<file path="src/rtl/fetch_unit.sv">
// rtl/fetch_unit.sv - instruction fetch stage: PC, credit-limited memory requests, response FIFO, redirect flush
// Optional FETCH_MISALIGN_CHECK_EN: a misaligned redirect raises fetch_misaligned and halts request issue.
module fetch_unit #(
    parameter logic [31:0] RESET_PC = 32'h0000_0000,
    parameter int          DEPTH    = 2
) (
    input  logic        clk,
    input  logic        rst,
    output logic        imem_req_valid,
    input  logic        imem_req_ready,
    output logic [31:0] imem_addr,
    input  logic        imem_resp_valid,
    input  logic [31:0] imem_rdata,
    input  logic        redirect_valid,
    input  logic [31:0] redirect_pc,
    output logic [31:0] instruction,
    output logic [31:0] inst_pc,
    output logic        inst_valid,
    input  logic        inst_ready,
    output logic        fetch_misaligned
);
    localparam int AW = $clog2(DEPTH);
    localparam int CW = $clog2(DEPTH + 1);
    localparam logic [CW:0] DEPTH_W = (CW + 1)'(DEPTH);

    logic [31:0]   fetch_pc;
    logic [31:0]   resp_pc;
    logic [CW-1:0] outstanding;
    logic [CW-1:0] discard;
    logic [CW-1:0] count;
    logic [AW-1:0] wr_ptr;
    logic [AW-1:0] rd_ptr;
    logic [31:0]   fifo_pc   [DEPTH];
    logic [31:0]   fifo_word [DEPTH];
    logic          halted;
    logic          req_fire;
    logic          push;
    logic          pop;

`ifdef FETCH_MISALIGN_CHECK_EN
    always_ff @(posedge clk or posedge rst) begin
        if (rst) begin
            halted <= 1'b0;
        end else if (redirect_valid) begin
            halted <= |redirect_pc[1:0];
        end
    end
    assign fetch_misaligned = halted;
`else
    logic unused_low_pc;
    assign unused_low_pc    = ^redirect_pc[1:0];
    assign halted           = 1'b0;
    assign fetch_misaligned = 1'b0;
`endif

    // Credits cover both in-flight requests and buffered words, so a response always has a free slot.
    assign imem_req_valid = !rst && !redirect_valid && !halted &&
                            (({1'b0, outstanding} + {1'b0, count}) < DEPTH_W);
    assign imem_addr      = fetch_pc;
    assign req_fire       = imem_req_valid && imem_req_ready;
    assign push           = imem_resp_valid && (discard == '0);
    assign inst_valid     = (count != '0);
    assign pop            = inst_valid && inst_ready;
    assign instruction    = fifo_word[rd_ptr];
    assign inst_pc        = fifo_pc[rd_ptr];

    always_ff @(posedge clk or posedge rst) begin
        if (rst) begin
            fetch_pc    <= RESET_PC;
            resp_pc     <= RESET_PC;
            outstanding <= '0;
            discard     <= '0;
            count       <= '0;
            wr_ptr      <= '0;
            rd_ptr      <= '0;
            for (int i = 0; i < DEPTH; i++) begin
                fifo_pc[i]   <= RESET_PC;
                fifo_word[i] <= '0;
            end
        end else begin
            outstanding <= outstanding + CW'(req_fire) - CW'(imem_resp_valid);
            if (redirect_valid) begin
                // Every response still owed by memory belongs to the old stream and must be dropped.
                fetch_pc <= {redirect_pc[31:2], 2'b00};
                resp_pc  <= {redirect_pc[31:2], 2'b00};
                discard  <= outstanding - CW'(imem_resp_valid);
                count    <= '0;
                wr_ptr   <= rd_ptr;
            end else begin
                if (req_fire) begin
                    fetch_pc <= fetch_pc + 32'd4;
                end
                if (imem_resp_valid && (discard != '0)) begin
                    discard <= discard - CW'(1);
                end
                if (push) begin
                    fifo_pc[wr_ptr]   <= resp_pc;
                    fifo_word[wr_ptr] <= imem_rdata;
                    wr_ptr            <= wr_ptr + AW'(1);
                    resp_pc           <= resp_pc + 32'd4;
                end
                if (pop) begin
                    rd_ptr <= rd_ptr + AW'(1);
                end
                count <= count + CW'(push) - CW'(pop);
            end
        end
    end
endmodule

</file>
<file path="config.mk">
export PLATFORM = sky130hd
export DESIGN_NAME = fetch_unit
export DESIGN_NICKNAME = d
export VERILOG_FILES = /design/src/rtl/fetch_unit.sv
export SDC_FILE = /design/constraint.sdc
export NUM_CORES = 1
export LEC_CHECK = 0
export CORE_UTILIZATION = 53
export CTS_CLUSTER_DIAMETER = 80
export DETAILED_ROUTE_END_ITERATION = 8
export GPL_TIMING_DRIVEN = 0
export HOLD_SLACK_MARGIN = 0.03
export PLACE_DENSITY = 0.8
export SLEW_MARGIN = 10
export SYNTH_ARGS = -nofsm -noshare
export SYNTH_HDL_FRONTEND = slang
export SYNTH_SLANG_ARGS = --single-unit
</file>
<file path="constraint.sdc">
create_clock -name clk -period 9.2 [get_ports clk]
set_clock_uncertainty 0.2 [all_clocks]
set_input_delay 1.38 -clock clk [delete_from_list [all_inputs] [get_ports clk]]
set_output_delay 1.38 -clock clk [all_outputs]
set_load 0.02 [all_outputs]
</file>
==> flow_metrics.tcl, run 1 <==
set metrics [dict create \
    status "finished, final reports clean" \
    p_per_area_nw_per_um2 316 \
    worst_slew_pin_slew_ns 1.19 \
    crit_type "input pin to output port" \
    gp_congestion 0.936 \
    vias 7206 \
    crit_end "imem_req_valid" \
    num_io_pins 169 \
    via_per_inst 5.94 \
    cp-startpoint "redirect_valid" \
    diodes 0 \
    fin_crit_sh_pct 60.9 \
    syn_to_final_growth_pct 26.9 \
    die_w_um 135 \
    critPathRequiredTime_ns 7.62 \
    grt_antenna_before_repair 0 \
    route.detailed.drc 0 \
    postCtsHoldBufs 0 \
    hp-class "flop to flop" \
    synth.top_cells.by_count "193 x mux2_2, 192 x dfrtp_1, 41 x nand2_1, 34 x clkbuf_1, 30 x nor2_1" \
    dpl.hpwl_mm 16.4 \
    initialDrtViolationCount 468 \
    yosys_warnings 0 \
    cp_max_fo 10 \
    finalCriticalPeriod_ns 5.60 \
    grt_max_degree 98 \
    die-area_um2 18300 \
    num_rows 48 \
    wl_per_cell_um 19.2 \
    cap_viol_max_count 0 \
    nets 1054 \
    rr_worst_depth 7 \
    coreArea_um2 17300 \
    setup.worst_path.end_class "output port" \
    async_flop_share_pct 100 \
    grt_pass1_vias 7135 \
    p_leak_uw 0.00485 \
    worstPathArrival_ns 4.02 \
    tns_ns 0 \
    cts_resized 0 \
    start_util_pct 54.4 \
    clock-sinks 192 \
    finalHoldViolCount 0 \
    startpoint_type "input pin" \
    avgSynthCellArea_um2 11.9 \
    cts_buffers 17 \
    drv_slew 0 \
    cts_tree "done" \
    slew_headroom_pct 20.0 \
    clkTransAtPathRegs_ns 0.07 \
    port_buffers 161 \
    synth_top_area_cell "dfrtp_1" \
    drtAntennaViolNets 0 \
    fmax_mhz 179 \
    drt-total-wl_mm 23.2 \
    ys_types 55 \
    ir_drop_mv 0.196 \
    clock_path_buffers 2 \
    grt_overflow 0 \
    finalSetupViolCount 0 \
    synth_most_common_cell "mux2_2" \
    netlist_area_um2 9410 \
    ys_seq_elements 192 \
    cts.htree.levels 4 \
    yosysTopAreaCellShare_pct 51.1 \
    clockRootBuffer "clkbuf_16" \
    synth_ff_type "dfrtp_1" \
    rsz0062_at_grt "no" \
    synth_enable_flop_cells 0 \
    ys_seq_area_share_pct 51.1 \
    cts_setup_buffers 0 \
    layout-drive-gt1-share_pct 25.3 \
    grt_pass1_wl_mm 37.2 \
    fin_util_pct 69.0 \
    first_pass_iters 5 \
    worst_skew_pair.late_latency_ns 0.44 \
    r2r_slack_ns 5.87 \
    r2r-end "fifo_word[58]" \
    die_y_um 135 \
    ys_top_cells_by_area "dfrtp_1 51%, mux2_2 23%, xnor2_1 2.0%" \
    reg2reg_from "discard[0]" \
    gr-usage-all-layers_pct 26.4 \
    synthCells 790 \
]
[per-layer routing]
metal / share of wire, % / vias up / wire length (um) / track usage [%]
met5: 0 / - / 0 / 0
met2: 47 / 334 / 11000 / 43.0
met1: 44 / 3531 / 10200 / 36.0
li1: - / 3298 / - / -
met4: 1.7 / 0 / 391 / 8.68
met3: 7.1 / 43 / 1650 / 4.30
[critical path: stages]
cell and delay, ns:
clkdlybuf4s50_1 0.51, clkbuf_1 0.47, clkbuf_1 0.47, clkbuf_1 0.50, nor4_1 0.12, clkdlybuf4s50_1 0.56
[sequential cells by signal, indices dropped and copies added, names as in the netlist]
name / count
count: 2
discard: 2
fifo_pc: 60
fifo_word: 64
imem_addr: 30
outstanding: 2
rd_ptr: 1
resp_pc: 30
wr_ptr: 1
[area by class of cell]
| type | count | area [um2] |
|---|---|---|
| inverter | 17 | 71.3 |
| clock inverter | 15 | 160 |
| tap | 225 | 282 |
| sequential | 192 | 4800 |
| multi-input combinational | 536 | 4340 |
| clock buffer | 17 | 425 |
| buffer | 49 | 220 |
| timing repair buffer | 162 | 1640 |
| fill | 1308 | 5360 |
[kinds of logic after synthesis]
logic type               after synthesis  share of synthesized area (%)
AO/OA/AOI/OAI                         85                           5.98
multiplexers                         194                           23.2
adder cells (fa/ha/maj)                9                           1.28
buffers and inverters                 66                           3.02
AND/OR/NAND/NOR                      214                           12.7
XOR/XNOR                              29                           2.70
other                                  1                         0.0399
flip-flops                           192                           51.1
[power breakdown]
group	switching (uW)	internal [uW]
registers	193	1160
clock network	337	403
logic	772	905
[worst min-delay path by stage]
stage / from / endpoint / slack (ns) / cells after the start
after floorplan: fifo_pc[11] / fifo_pc[11] / 0.24 / 2
after global placement: fifo_pc[27] / fifo_pc[27] / 0.26 / 2
after detailed placement: fifo_pc[16] / fifo_pc[16] / 0.27 / 2
after CTS: fifo_pc[16] / fifo_pc[16] / 0.28 / 2
after global routing: fifo_pc[16] / fifo_pc[16] / 0.30 / 2
final: fifo_pc[16] / fifo_pc[16] / 0.28 / 2
[cell usage in the layout, fill, tap and decap left out, types with 14 or more instances in the layout]
master,n
a31oi_1,18
clkbuf_1,34
clkbuf_16,17
clkdlybuf4s50_1,161
dfrtp_1,192
inv_1,15
mux2_2,193
nand2_1,41
nand3_1,22
nand4_1,24
nor2_1,30
nor3_1,14
nor4_1,14
o21ai_0,23
xnor2_1,21
[metrics by stage]
step	std cells	setup slack, ns	hold slack [ns]	cell area [um2]	total power [uW]
floorplan	794	2.39	0.244	9420	2370
global placement	1180	-0.182	0.259	11300	3000
detailed placement	1181	3.68	0.268	11400	3040
CTS	1213	3.67	0.283	11900	3800
global route	1213	3.56	0.299	11900	3970
finish	1213	3.60	0.278	11900	3770
Power figures use the tool's default switching activity.
==> run 2, diff against run 1 <==
--- a/config.mk
+++ b/config.mk
@@ -5,12 +5,12 @@
 export SDC_FILE = /design/constraint.sdc
 export NUM_CORES = 1
 export LEC_CHECK = 0
-export CORE_UTILIZATION = 53
+export CORE_UTILIZATION = 48
 export CTS_CLUSTER_DIAMETER = 80
 export DETAILED_ROUTE_END_ITERATION = 8
 export GPL_TIMING_DRIVEN = 0
 export HOLD_SLACK_MARGIN = 0.03
-export PLACE_DENSITY = 0.8
+export PLACE_DENSITY = 0.77
 export SLEW_MARGIN = 10
 export SYNTH_ARGS = -nofsm -noshare
 export SYNTH_HDL_FRONTEND = slang
==> constraint.sdc (replaced) <==
create_clock -name clk -period 4.5 [get_ports clk]
set_clock_uncertainty 0.2 [all_clocks]
set_input_delay 0.675 -clock clk [delete_from_list [all_inputs] [get_ports clk]]
set_output_delay 0.675 -clock clk [all_outputs]
set_load 0.02 [all_outputs]
==> run 2 against run 1 <==
Net effect:
- worst hold slack improved by 0.012 ns
- routed wire length down 0.52%
- non-clock buffer count rose by 5
- sequential cell count unchanged
- power is 110% higher
- global-route usage is 2.5 points lower
- critical path type unchanged
- largest power group unchanged
==> flow_metrics.tcl, run 2 (same netlist as run 1, synthesis figures left out) <==
set metrics [dict create \
    first_pass_iters 7 \
    drtAntennaViolNets 0 \
    cts_setup_buffers 0 \
    holdWs_ns 0.290 \
    cts_tree "done" \
    num_rows 50 \
    die-area_um2 20200 \
    clockRootBuffer "clkbuf_16" \
    final_cells 1253 \
    fillers 1498 \
    num_io_pins 169 \
    initialDrtViolationCount 375 \
    finalHoldViolCount 0 \
    worstPathArrival_ns 3.36 \
    worst_slew_pin_slew_ns 1.15 \
    grt_max_degree 36 \
    fmax_mhz 236 \
    diodes 0 \
    p_per_area_nw_per_um2 648 \
    crit_type "input pin to output port" \
    grt_pass1_wl_mm 37.3 \
    largest-register "fifo_word" \
    cap_viol_max_count 0 \
    route.detailed.drc 0 \
    clock_path_buffers 2 \
    startpoint_type "input pin" \
    grt_antenna_before_repair 0 \
    port_buffers 161 \
    worst_path_max_delay_cell "clkdlybuf4s50_1" \
    layout-drive-gt1-share_pct 25.8 \
    slew_headroom_pct 22.9 \
    gr-usage-all-layers_pct 23.9 \
    reg_top3 "fifo_word x64, fifo_pc x60" \
    gp_congestion 0.888 \
    power_uw 7870 \
    stdcell_area_um2 12200 \
    die_y_um 142 \
    cp_max_fo 10 \
    drv_slew 0 \
    grt_pass1_vias 7002 \
    cts_buffers 17 \
    drt-total-wl_mm 23.1 \
    grt_overflow 0 \
    syn_to_final_growth_pct 29.2 \
    status "finished, final reports clean" \
    hp-class "flop to flop" \
    p_leak_uw 0.00494 \
    setup.worst_path.end_class "output port" \
    cts.htree.levels 4 \
    crit_top_cell "clkbuf_1" \
    place_area_um2 11500 \
    clock-sinks 192 \
    cts_resized 0 \
    ir_drop_mv 0.374 \
    fin_crit_sh_pct 94.1 \
    start_util_pct 49.6 \
    coreArea_um2 19000 \
    critPathTopFamily "buffers and inverters" \
    layout_commonest_cell "mux2_2" \
    layout_common_cells "193 x mux2_2, 192 x dfrtp_1, 161 x clkdlybuf4s50_1" \
    critPathRequiredTime_ns 3.62 \
    finalCriticalPeriod_ns 4.23 \
    dpl.hpwl_mm 16.8 \
    worst-path-buf-inv 5 \
    largest_reg_flops 64 \
    wl_per_cell_um 18.4 \
    rsz0062_at_grt "no" \
    worst_skew_pair.late_latency_ns 0.44 \
    path_cells "clkdlybuf4s50_1, clkbuf_1, clkbuf_1, clkbuf_1, nor4_1, clkdlybuf4s50_1" \
    nets 1059 \
    via_per_inst 5.74 \
    vias 7186 \
    clkTransAtPathRegs_ns 0.07 \
    die_w_um 142 \
    slowest_delay_ns 0.56 \
    finalSetupViolCount 0 \
    dp.cells 1221 \
    postCtsHoldBufs 0 \
]
[run 2: worst paths after layout]
kind / start / to / slack, ns / depth (start not counted)
worst max-delay path: redirect_valid / imem_req_valid / 0.27 / 6
worst min-delay path: fifo_pc[11] / fifo_pc[11] / 0.29 / 2
worst max register to register: outstanding[0] / imem_addr[23] / 1.23 / 7
worst min register to register: fifo_pc[11] / fifo_pc[11] / 0.29 / 2
max in group asynchronous: rst / fifo_word[52] / 2.66 / 5
min in group asynchronous: rst / imem_addr[13] / 0.48 / 2
[run 2: power by group]
group,switching [uW],internal (uW)
clock network,694,995
logic,1570,1860
registers,381,2380
total,2650,5230
[run 2: worst register-to-register path: stages (launching register included)]
cell and delay, ns:
dfrtp_1 0.40, and2_1 0.18, fa_1 0.48, or4b_4 0.60, or4_4 0.62, buf_6 0.18, o311ai_0 0.35, nand3_1 0.14
[run 2: area by class of cell]
cell class	instances	area (um2)	area share (%)
multi-input cells	536	4340	35.7
clock buffers	17	425	3.50
inverters	17	67.6	0.556
repair buffers	167	1740	14.3
flip-flops and latches	192	4800	39.5
well taps	260	325	2.68
plain buffers	49	220	1.81
clock inverters	15	231	1.90
[run 2: metrics by stage]
stage / TNS [ns] / utilization, % / worst slack [ns]
after floorplan: 0 / - / 1.15
after global placement: -88.46 / 60.0 / -0.471
after detailed placement: 0 / 60.6 / 0.380
after CTS: 0 / 64.1 / 0.382
after global routing: 0 / 64.1 / 0.258
final: 0 / 64.1 / 0.265
[run 2: routing by layer]
layer  vias up  global-route usage [%]  wire (um)
li1       3293                       -          -
met1      3574                    32.8      10600
met2       280                    37.7      10600
met3        39                    5.01       1490
met4         0                    8.38        459
met5         -                       0          0
==> run 3, diff against run 2 <==
--- a/config.mk
+++ b/config.mk
@@ -5,6 +5,7 @@
 export SDC_FILE = /design/constraint.sdc
 export NUM_CORES = 1
 export LEC_CHECK = 0
+export ABC_CLOCK_PERIOD_IN_PS = 4500
 export CORE_UTILIZATION = 48
 export CTS_CLUSTER_DIAMETER = 80
 export DETAILED_ROUTE_END_ITERATION = 8
==> results of run 3 <==
Final layout, timing and power as in run 2 (identical DEF).
